--- src/rtl/muldiv_pkg.sv ---
// Shared types for the iterative RV32M multiply/divide sequencer.
package muldiv_pkg;

    typedef enum logic [2:0] {
        OP_MUL    = 3'b000,
        OP_MULH   = 3'b001,
        OP_MULHSU = 3'b010,
        OP_MULHU  = 3'b011,
        OP_DIV    = 3'b100,
        OP_DIVU   = 3'b101,
        OP_REM    = 3'b110,
        OP_REMU   = 3'b111
    } muldiv_op_t;

    typedef enum logic [1:0] {
        IDLE = 2'd0,
        CALC = 2'd1,
        FIX  = 2'd2,
        DONE = 2'd3
    } state_t;

    localparam int STEPS = 32;

endpackage

--- src/rtl/muldiv_signfix.sv ---
// Final sign correction and result selection applied in the FIX cycle.
module muldiv_signfix
    import muldiv_pkg::*;
#(
    parameter int WIDTH = 32
)
(
    input  muldiv_op_t         op,
    input  logic               neg,
    input  logic [2*WIDTH-1:0] acc,
    output logic [WIDTH-1:0]   result
);

    logic [2*WIDTH-1:0] prod;
    logic [WIDTH-1:0]   quo;
    logic [WIDTH-1:0]   rem;

    // acc holds the full product for multiplies, {remainder, quotient} for divides
    always_comb begin
        prod = neg ? -acc : acc;
        quo  = neg ? -acc[WIDTH-1:0] : acc[WIDTH-1:0];
        rem  = neg ? -acc[2*WIDTH-1:WIDTH] : acc[2*WIDTH-1:WIDTH];
        case (op)
            OP_MUL:                       result = prod[WIDTH-1:0];
            OP_MULH, OP_MULHSU, OP_MULHU: result = prod[2*WIDTH-1:WIDTH];
            OP_DIV, OP_DIVU:              result = quo;
            default:                      result = rem;
        endcase
    end

endmodule

--- src/rtl/muldiv_sequencer.sv ---
// Iterative RV32M multiply/divide unit: shift-add multiply, restoring divide, 32 steps.
//
// state | meaning
// IDLE  | waiting for start
// CALC  | one shift-add / trial-subtract step per cycle, counter runs down to 0
// FIX   | sign correction and result select, out is loaded on exit
// DONE  | done pulse, out valid, a new start may be accepted
module muldiv_sequencer
    import muldiv_pkg::*;
#(
    parameter int WIDTH = 32
)
(
    input  logic             clk,
    input  logic             reset,
    input  logic             start,
    input  logic [2:0]       op,
    input  logic [WIDTH-1:0] arg1,
    input  logic [WIDTH-1:0] arg2,
    input  logic             flush,
    output logic             busy,
    output logic             done,
    output logic [WIDTH-1:0] out
);

    localparam int CNT_W = $clog2(WIDTH);

    state_t             state;
    state_t             state_nxt;
    muldiv_op_t         op_in;
    muldiv_op_t         op_q;
    logic [CNT_W-1:0]   cnt;
    logic [2*WIDTH-1:0] acc;
    logic [2*WIDTH-1:0] acc_step;
    logic [WIDTH-1:0]   opnd;
    logic               neg_q;

    logic               accept;
    logic               is_mul_in;
    logic               sgn1;
    logic               sgn2;
    logic               neg_in;
    logic               fast_div0;
    logic               fast_ovf;
    logic [WIDTH-1:0]   mag1;
    logic [WIDTH-1:0]   mag2;
    logic [WIDTH-1:0]   fix_result;

    logic [WIDTH:0]     mul_sum;
    logic [WIDTH:0]     div_shift;
    logic [WIDTH:0]     div_diff;
    logic               div_borrow;

    assign op_in = muldiv_op_t'(op);

    always_comb begin
        is_mul_in = ~op[2];
        sgn1      = (op_in == OP_MULH) || (op_in == OP_MULHSU) ||
                    (op_in == OP_DIV)  || (op_in == OP_REM);
        sgn2      = (op_in == OP_MULH) || (op_in == OP_DIV) || (op_in == OP_REM);
        mag1      = (sgn1 && arg1[WIDTH-1]) ? -arg1 : arg1;
        mag2      = (sgn2 && arg2[WIDTH-1]) ? -arg2 : arg2;
        case (op_in)
            OP_MULH:   neg_in = arg1[WIDTH-1] ^ arg2[WIDTH-1];
            OP_MULHSU: neg_in = arg1[WIDTH-1];
            OP_DIV:    neg_in = arg1[WIDTH-1] ^ arg2[WIDTH-1];
            OP_REM:    neg_in = arg1[WIDTH-1];
            default:   neg_in = 1'b0;
        endcase
        fast_div0 = op[2] && (arg2 == '0);
        fast_ovf  = ((op_in == OP_DIV) || (op_in == OP_REM)) &&
                    (arg1 == {1'b1, {(WIDTH-1){1'b0}}}) && (&arg2);
    end

    // One datapath step: multiply adds into the high half then shifts right;
    // divide shifts the dividend MSB into the remainder and trial-subtracts.
    always_comb begin
        mul_sum    = {1'b0, acc[2*WIDTH-1:WIDTH]} + {1'b0, opnd};
        div_shift  = {acc[2*WIDTH-1:WIDTH], acc[WIDTH-1]};
        div_diff   = div_shift - {1'b0, opnd};
        div_borrow = div_shift < {1'b0, opnd};
        if (op_q[2]) begin
            acc_step = {(div_borrow ? div_shift[WIDTH-1:0] : div_diff[WIDTH-1:0]),
                        acc[WIDTH-2:0], ~div_borrow};
        end else if (acc[0]) begin
            acc_step = {mul_sum, acc[WIDTH-1:1]};
        end else begin
            acc_step = {1'b0, acc[2*WIDTH-1:1]};
        end
    end

    always_ff @(posedge clk) begin
        if (reset) begin
            state <= IDLE;
        end else begin
            state <= state_nxt;
        end
    end

    always_comb begin
        state_nxt = state;
        accept    = 1'b0;
        busy      = 1'b0;
        done      = 1'b0;
        case (state)
            IDLE: begin
                if (start && !flush) begin
                    accept    = 1'b1;
                    state_nxt = (fast_div0 || fast_ovf) ? FIX : CALC;
                end
            end
            CALC: begin
                busy = 1'b1;
                if (flush) begin
                    state_nxt = IDLE;
                end else if (cnt == '0) begin
                    state_nxt = FIX;
                end
            end
            FIX: begin
                busy      = 1'b1;
                state_nxt = flush ? IDLE : DONE;
            end
            DONE: begin
                // busy is already low here, so a back-to-back start is taken
                done      = 1'b1;
                state_nxt = IDLE;
                if (start && !flush) begin
                    accept    = 1'b1;
                    state_nxt = (fast_div0 || fast_ovf) ? FIX : CALC;
                end
            end
            default: state_nxt = IDLE;
        endcase
    end

    always_ff @(posedge clk) begin
        if (reset) begin
            op_q  <= OP_MUL;
            cnt   <= '0;
            acc   <= '0;
            opnd  <= '0;
            neg_q <= 1'b0;
            out   <= '0;
        end else begin
            if (accept) begin
                op_q <= op_in;
                cnt  <= CNT_W'(STEPS - 1);
                // Fast-path results are preloaded so FIX selects them unchanged
                if (fast_div0) begin
                    acc   <= {arg1, {WIDTH{1'b1}}};
                    opnd  <= '0;
                    neg_q <= 1'b0;
                end else if (fast_ovf) begin
                    acc   <= {{WIDTH{1'b0}}, arg1};
                    opnd  <= '0;
                    neg_q <= 1'b0;
                end else begin
                    acc   <= {{WIDTH{1'b0}}, (is_mul_in ? mag2 : mag1)};
                    opnd  <= is_mul_in ? mag1 : mag2;
                    neg_q <= neg_in;
                end
            end else if ((state == CALC) && !flush) begin
                acc <= acc_step;
                cnt <= cnt - CNT_W'(1);
            end
            if ((state == FIX) && !flush) begin
                out <= fix_result;
            end
        end
    end

    muldiv_signfix #(.WIDTH(WIDTH)) u_signfix (
        .op     (op_q),
        .neg    (neg_q),
        .acc    (acc),
        .result (fix_result)
    );

endmodule

--- config.mk ---
export PLATFORM = sky130hd
export DESIGN_NAME = muldiv_sequencer
export DESIGN_NICKNAME = d
export VERILOG_FILES = /design/src/rtl/muldiv_pkg.sv /design/src/rtl/muldiv_signfix.sv /design/src/rtl/muldiv_sequencer.sv
export SDC_FILE = /design/constraint.sdc
export NUM_CORES = 1
export LEC_CHECK = 0
export BUFFER_PORTS_ARGS = -buffer_cell sky130_fd_sc_hd__buf_2
export CAP_MARGIN = 20
export CELL_PAD_IN_SITES_DETAIL_PLACEMENT = 1
export CELL_PAD_IN_SITES_GLOBAL_PLACEMENT = 2
export CORE_UTILIZATION = 25
export DETAILED_ROUTE_END_ITERATION = 10
export PLACE_DENSITY_LB_ADDON = 0.1
export SETUP_SLACK_MARGIN = 0.4
export SYNTH_ARGS = -nofsm -noshare
export SYNTH_HDL_FRONTEND = slang
export SYNTH_HIERARCHICAL = 1
export SYNTH_SLANG_ARGS = --single-unit
--- constraint.sdc ---
create_clock -name clk -period 3.1 [get_ports clk]
set_input_delay 0.155 -clock clk [delete_from_list [all_inputs] [get_ports clk]]
set_output_delay 0.155 -clock clk [all_outputs]
set_load 0.005 [all_outputs]
==> flow_summary.yaml, run 1 <==
cts:
  cts_buffer_depth: 2
  clock_latency_ns: 0.50
  cts_tree: "built"
  cts_sinks: 139
  numCtsBuffers: 17
  h-tree-depth: 4
  clockRootBuffer: "clkbuf_16"
  clk_pin_slew_ns: 0.06
placement:
  port_buffers: 104
  pre_cts_slack_ns: -0.264
  placed_cell_area_um2: 18900
  globalplace.congestion: 0.927
  dp_hpwl_um: 67000
worst_hold_path:
  min_path_type: "in -> reg"
  hp-start: "arg1[2]"
  hold_depth: 3
  min_to: "acc[34]$_SDFFE_PP0P_"
final_layout:
  drive_above_1_share: 0.337
  fill_cells: 7073
  antenna_cells: 0
  nNetsFinal: 2656
  area_growth_pct: 43.5
  design_area_um2: 21500
  utilization: 0.363
run_status:
  violations: "design-rule violations"
  outcome: "finished, violations left"
power:
  seqPwrFrac: 0.122
  internal_power_mw: 10.4
  p_sw_mw: 10.2
  clock_power_share: 0.102
  power_mw: 20.6
  peakVddDrop_v: 0.000513
  combPwrFrac: 0.775
  p_leak_nw: 8.48
  powerDensity_nw_per_um2: 958
  switching_share: 0.495
floorplanning:
  ios: 105
  start_util: 0.253
  die_area_um2: 60900
  dieWidth_um: 247
  row_count: 89
  coreArea_um2: 59100
  die_h_um: 247
setup_path:
  worstSetupPathType: "reg -> reg"
  crit_path_top_delay_cell: "dfxtp_2"
  critPathLaunch: "acc[34]$_SDFFE_PP0P_"
  r2r_cells: 14
  critPathLaunchType: "flop"
  path_cells: "buf_12 > ha_1 > o21a_1 > a21o_1 > a211oi_2 > buf_4 > o31a_1 > o31ai_2 > a21oi_1 > buf_4 > nor3_4 > mux2i_1 > nor3_2 > a21oi_1"
  endpoint_kind: "flop"
  arrival_ns: 3.40
  reg2reg_slack_ns: 0.06
  critPathMaxFanout: 12
  slowest_delay_ns: 0.34
  crit-reg2reg-capture: "acc[62]$_SDFFE_PP0P_"
  critPathRequiredTime_ns: 3.46
  r2r-start: "acc[34]$_SDFFE_PP0P_"
yosys:
  yosysUniqueCellTypes: 89
  synthTopCellsByCount: "258 x nand2_1, 223 x a21oi_1, 186 x nor2_1, 156 x o21ai_0, 139 x dfxtp_1"
  synth_top_area_share: 0.186
  synth_area_um2: 15000
  synthAdderAreaFrac: 0.0662
  synth_area_leaders: "dfxtp_1 19%, a21oi_1 7.5%, nand2_1 6.5%"
  async_reset_ff_frac: 0
  synth_compound_area_frac: 0.319
  synth_xor_area_frac: 0.0895
  yosysWarningCount: 6
  synth_mux_area_frac: 0.0468
  avgSynthCellArea_um2: 7.04
  synth_top_family_by_area: "compound AO/OA/AOI/OAI gates"
  post-synth-top-count-cell: "nand2_1"
  yosysTopAreaCell: "dfxtp_1"
  synth_flop_cell: "dfxtp_1"
  yosysSeqAreaShare: 0.186
  synth_nets: 2276
  synth-seq-cells: 139
  synth_edf_count: 0
  netlist_instances: 2127
  synth-simple-area-share: 0.242
detailed_routing:
  drc: 2
  routed_wl_um: 85400
  routed_via_density: 5.62
  vias: 18500
  firstDrtPassIters: 8
  final_antenna_net_count: 0
  drt_iter0_drc: 1176
  wire_per_inst_um: 25.9
timing:
  max_clock_freq_mhz: 329
  hold_viol: 0
  fin_crit_sh: 0.981
  final_max_slew_viol_count: 0
  maxSlewHeadroom: 0.365
  tightest_slew_ns: 0.947
  layout_min_cycle_time_ns: 3.04
  rsz0062_at_grt: "true"
  finalSetupViolCount: 0
  fin_skew_ns: 0.0154
  fin_ws_ns: 0.0588
global_route:
  antenna_found_initial: 1
  grt_pass1_vias: 18700
  grt_max_degree: 95
  grt_usage: 0.277
  grt_pass1_wl_um: 124000
  grt_overflow: 0
job:
  maxCapViolCount: 0
repair_timing:
item	CTS	global route
hold endpoints to repair	2	0
setup buffers	23	15
hold buffers	2	0
gates resized for setup	162	205
endpoints found under the setup margin	58	82
pin swaps	77	100
gates cloned	1	0
stage by stage:
step                cells  hold slack, ns  TNS, ns
floorplan            2127           0.264        0
global placement     3220           0.436    -1.82
detailed placement   3220           0.444    -3.84
CTS                  3277          0.0448        0
global route         3292          0.0945   -0.171
finish               3292          0.0882        0
kinds of logic after synthesis:
logic type,count (synthesis)
and+or+nand+nor,747
AOI/OAI and AO/OA,746
buffers and inverters,196
xor gates and xnor gates,153
DFF,139
adders and majority gates,78
muxes,68
power by group through the flow:
stage	clock network [mW]	registers [mW]	logic, mW
6_report	2.10	2.52	16.0
5_1_grt	2.21	2.56	17.0
4_1_cts	2.17	2.50	14.7
3_5_place_dp	0	2.50	13.0
3_3_place_gp	0	2.50	12.9
2_1_floorplan	0	2.63	6.99
flip-flops by register name, indices dropped and copies added, names as in the netlist:
signal and cells:
opnd 32, acc 64, op_q 3, state 2
out 32, cnt 5, neg_q 1
final cells by class:
| type | instances | area [um2] | share of cell area |
|---|---|---|---|
| inverter | 60 | 228 | 0.0106 |
| sequential | 139 | 2840 | 0.132 |
| clock inverter | 11 | 115 | 0.00536 |
| clock buffer | 20 | 447 | 0.0208 |
| timing repair buffer | 497 | 3830 | 0.178 |
| multi-input combinational | 1792 | 13100 | 0.608 |
| tap | 773 | 967 | 0.0450 |
how the worst max path moves through the flow:
| stage | to | slack (ns) | depth (start not counted) |
|---|---|---|---|
| after floorplan | acc[60]$_SDFFE_PP0P_ | 0.32 | 13 |
| after global placement | acc[62]$_SDFFE_PP0P_ | -0.25 | 14 |
| after detailed placement | acc[20]$_SDFFE_PP0P_ | -0.26 | 11 |
| after CTS | acc[41]$_SDFFE_PP0P_ | 0.08 | 14 |
| after global routing | acc[43]$_SDFFE_PP0P_ | -0.05 | 13 |
| final | acc[62]$_SDFFE_PP0P_ | 0.06 | 14 |
critical path: cells and delay by family, from the launching register on:
family / cells / cell delay, ns
adders and majority gates: 1 / 0.34
DFF: 1 / 0.34
and+or+nand+nor: 2 / 0.40
buffers and inverters: 3 / 0.48
muxes: 1 / 0.11
AOI/OAI and AO/OA: 7 / 1.24
per-layer routing:
| layer | part of all wire | vias to the layer above | track usage | wire (um) |
|---|---|---|---|---|
| met1 | 0.48 | 9294 | 0.389 | 40800 |
| met2 | 0.45 | 487 | 0.428 | 38100 |
| met4 | 0.031 | 0 | 0.0979 | 2610 |
| met5 | 0 | - | 0 | 0 |
| met3 | 0.046 | 80 | 0.0397 | 3930 |
| li1 | - | 8632 | - | - |
layout by cell type, fill, tap and decap left out, types with 23 or more instances in the layout:
cell type    n
nand3_1     27
a22oi_1     34
dfxtp_2     36
xnor2_1     84
nor2_1     171
nor3_1      54
nor4_1      23
mux2i_1     52
xor2_1      55
nand2_1    243
ha_1        48
o21ai_0    124
a21oi_1    180
dfxtp_1     99
buf_2      103
nand4_1     24
inv_1       52
buf_6       29
o211ai_1    31
a21oi_2     40
ha_4        26
buf_4      342
a21o_1      36
o21ai_1     26
Power figures use the tool's default switching activity.
==> inputs of run 2 (changes only) <==
Settings changed: CORE_MARGIN set to 2.
==> flow_summary.yaml, run 2 (synthesis gave the netlist of run 1 again) <==
setup_path:
  critPathLaunch: "opnd[0]$_SDFFE_PP0P_"
  reg2reg_slack_ns: -0.02
  r2r_cells: 14
  critPathMostFrequentCell: "nor3_2"
  slowest_delay_ns: 0.34
  crit_path_top_delay_cell: "dfxtp_2"
  worstSetupPathType: "reg -> reg"
  r2r-start: "opnd[0]$_SDFFE_PP0P_"
  critPathMaxFanout: 2
  arrival_ns: 3.54
  critPathLaunchType: "flop"
  path_buf_inv: 2
  endpoint_kind: "flop"
  critPathRequiredTime_ns: 3.52
  path_cells: "buf_6 > ha_4 > fa_2 > a21o_1 > a221oi_2 > o211ai_1 > buf_4 > a21oi_4 > a2111oi_2 > nor3_2 > xnor2_1 > nor2_1 > o311a_1 > nor3_2"
  path_depth: 14
  cp_top_family: "compound AO/OA/AOI/OAI gates"
final_layout:
  area_growth_pct: 44.2
  reg_top3: "acc: 64 flops, opnd: 32 flops, out: 32 flops"
  drive_above_1_share: 0.335
  final_common_cell: "buf_4"
  regArea_um2: 2850
  utilization: 0.365
  multi_input_area_um2: 12900
  fill_cells: 7131
  design_area_um2: 21600
  antenna_cells: 0
  largest_reg_flops: 64
  layout_common_cells: "361 x buf_4, 248 x nand2_1, 191 x a21oi_1, 173 x nor2_1, 116 x o21ai_0"
  final_cells: 3317
  largest-register: "acc"
  nNetsFinal: 2680
placement:
  dp_hpwl_um: 67100
  globalplace.congestion: 0.948
  dp_cells: 3216
  pre_cts_slack_ns: -0.231
  port_buffers: 104
  placed_cell_area_um2: 18800
detailed_routing:
  final_antenna_net_count: 0
  wl_met2_um: 38400
  highest_layer: "met4"
  wire_per_inst_um: 26.0
  firstDrtPassIters: 8
  routed_wl_um: 86200
  drt_iter0_drc: 1212
  routed-wl-met3_um: 4280
  vias: 18700
  routed_via_density: 5.64
  drc: 1
  wl_met1_um: 41200
floorplanning:
  coreArea_um2: 59100
  row_count: 89
  die_h_um: 249
  die_area_um2: 61900
  dieWidth_um: 249
  ios: 105
  start_util: 0.253
global_route:
  antenna_found_initial: 0
  grt_usage: 0.269
  grt_max_degree: 88
  grt_overflow: 0
  grt_pass1_vias: 18800
  grt_pass1_wl_um: 125000
cts:
  clk_pin_slew_ns: 0.07
  clockRootBuffer: "clkbuf_16"
  cts_sinks: 139
  cts_buffer_depth: 2
  cts_tree: "built"
  numCtsBuffers: 17
  clock_latency_ns: 0.50
  h-tree-depth: 4
timing:
  rsz0062_at_grt: "true"
  finalSetupTns_ns: -0.0211
  layout_min_cycle_time_ns: 3.12
  fin_crit_sh: 1.01
  hold_ws_ns: 0.0587
  tightest_slew_ns: 1.13
  finalSetupViolCount: 1
  max_clock_freq_mhz: 320
  fin_ws_ns: -0.0211
  final_max_slew_viol_count: 0
  fin_skew_ns: 0.00966
  maxSlewHeadroom: 0.237
  hold_viol: 0
worst_hold_path:
  min_path_type: "in -> reg"
  hp-start: "arg1[11]"
  hold_depth: 2
power:
  peakVddDrop_v: 0.000558
  p_leak_nw: 8.61
  powerDensity_nw_per_um2: 1010
  power_mw: 21.8
run_status:
  outcome: "finished, violations left"
  violations: "design-rule violations, negative setup slack"
job:
  maxCapViolCount: 0
run 2: cell count changes in the layout (fill, tap and decap cells not counted), moves of 5 or more:
cell,before,now
a21oi_1,180,191
a21oi_2,40,26
buf_4,342,361
dfxtp_1,99,104
dfxtp_2,36,27
ha_1,48,54
ha_4,26,17
nand2_1,243,248
o21ai_0,124,116
run 2: final timing paths:
kind                           to
max reg2reg  acc[49]$_SDFFE_PP0P_
min reg2reg   out[3]$_SDFFE_PP0P_
min          acc[43]$_SDFFE_PP0P_
max          acc[49]$_SDFFE_PP0P_
run 2: power by group:
part	internal, mW	leakage (nW)	switching, mW
sequential	2.15	1.15	0.418
combinational	7.75	7.19	9.36
clock	1.14	0.272	0.990
total	11.0	8.61	10.8
run 2: repair_timing:
action / 4_1_cts / 5_1_grt
gates resized for setup: 198 / 168
cloned: 2 / 2
pin swaps: 100 / 93
hold endpoints to repair: 2 / 0
hold buffers: 2 / 0
endpoints found under the setup margin: 56 / 84
setup buffers: 43 / 20
run 2: area by class of cell:
type	instances	share of cell area
sequential	139	0.132
tap	773	0.0448
timing repair buffer	521	0.187
clock inverter	13	0.00608
inverter	60	0.0107
multi-input combinational	1792	0.600
clock buffer	19	0.0205
run 2: routing by layer:
| layer | vias up | GRT usage |
|---|---|---|
| met3 | 75 | 0.0382 |
| met2 | 503 | 0.424 |
| li1 | 8703 | - |
| met4 | 0 | 0.0821 |
| met1 | 9416 | 0.378 |
| met5 | - | 0 |
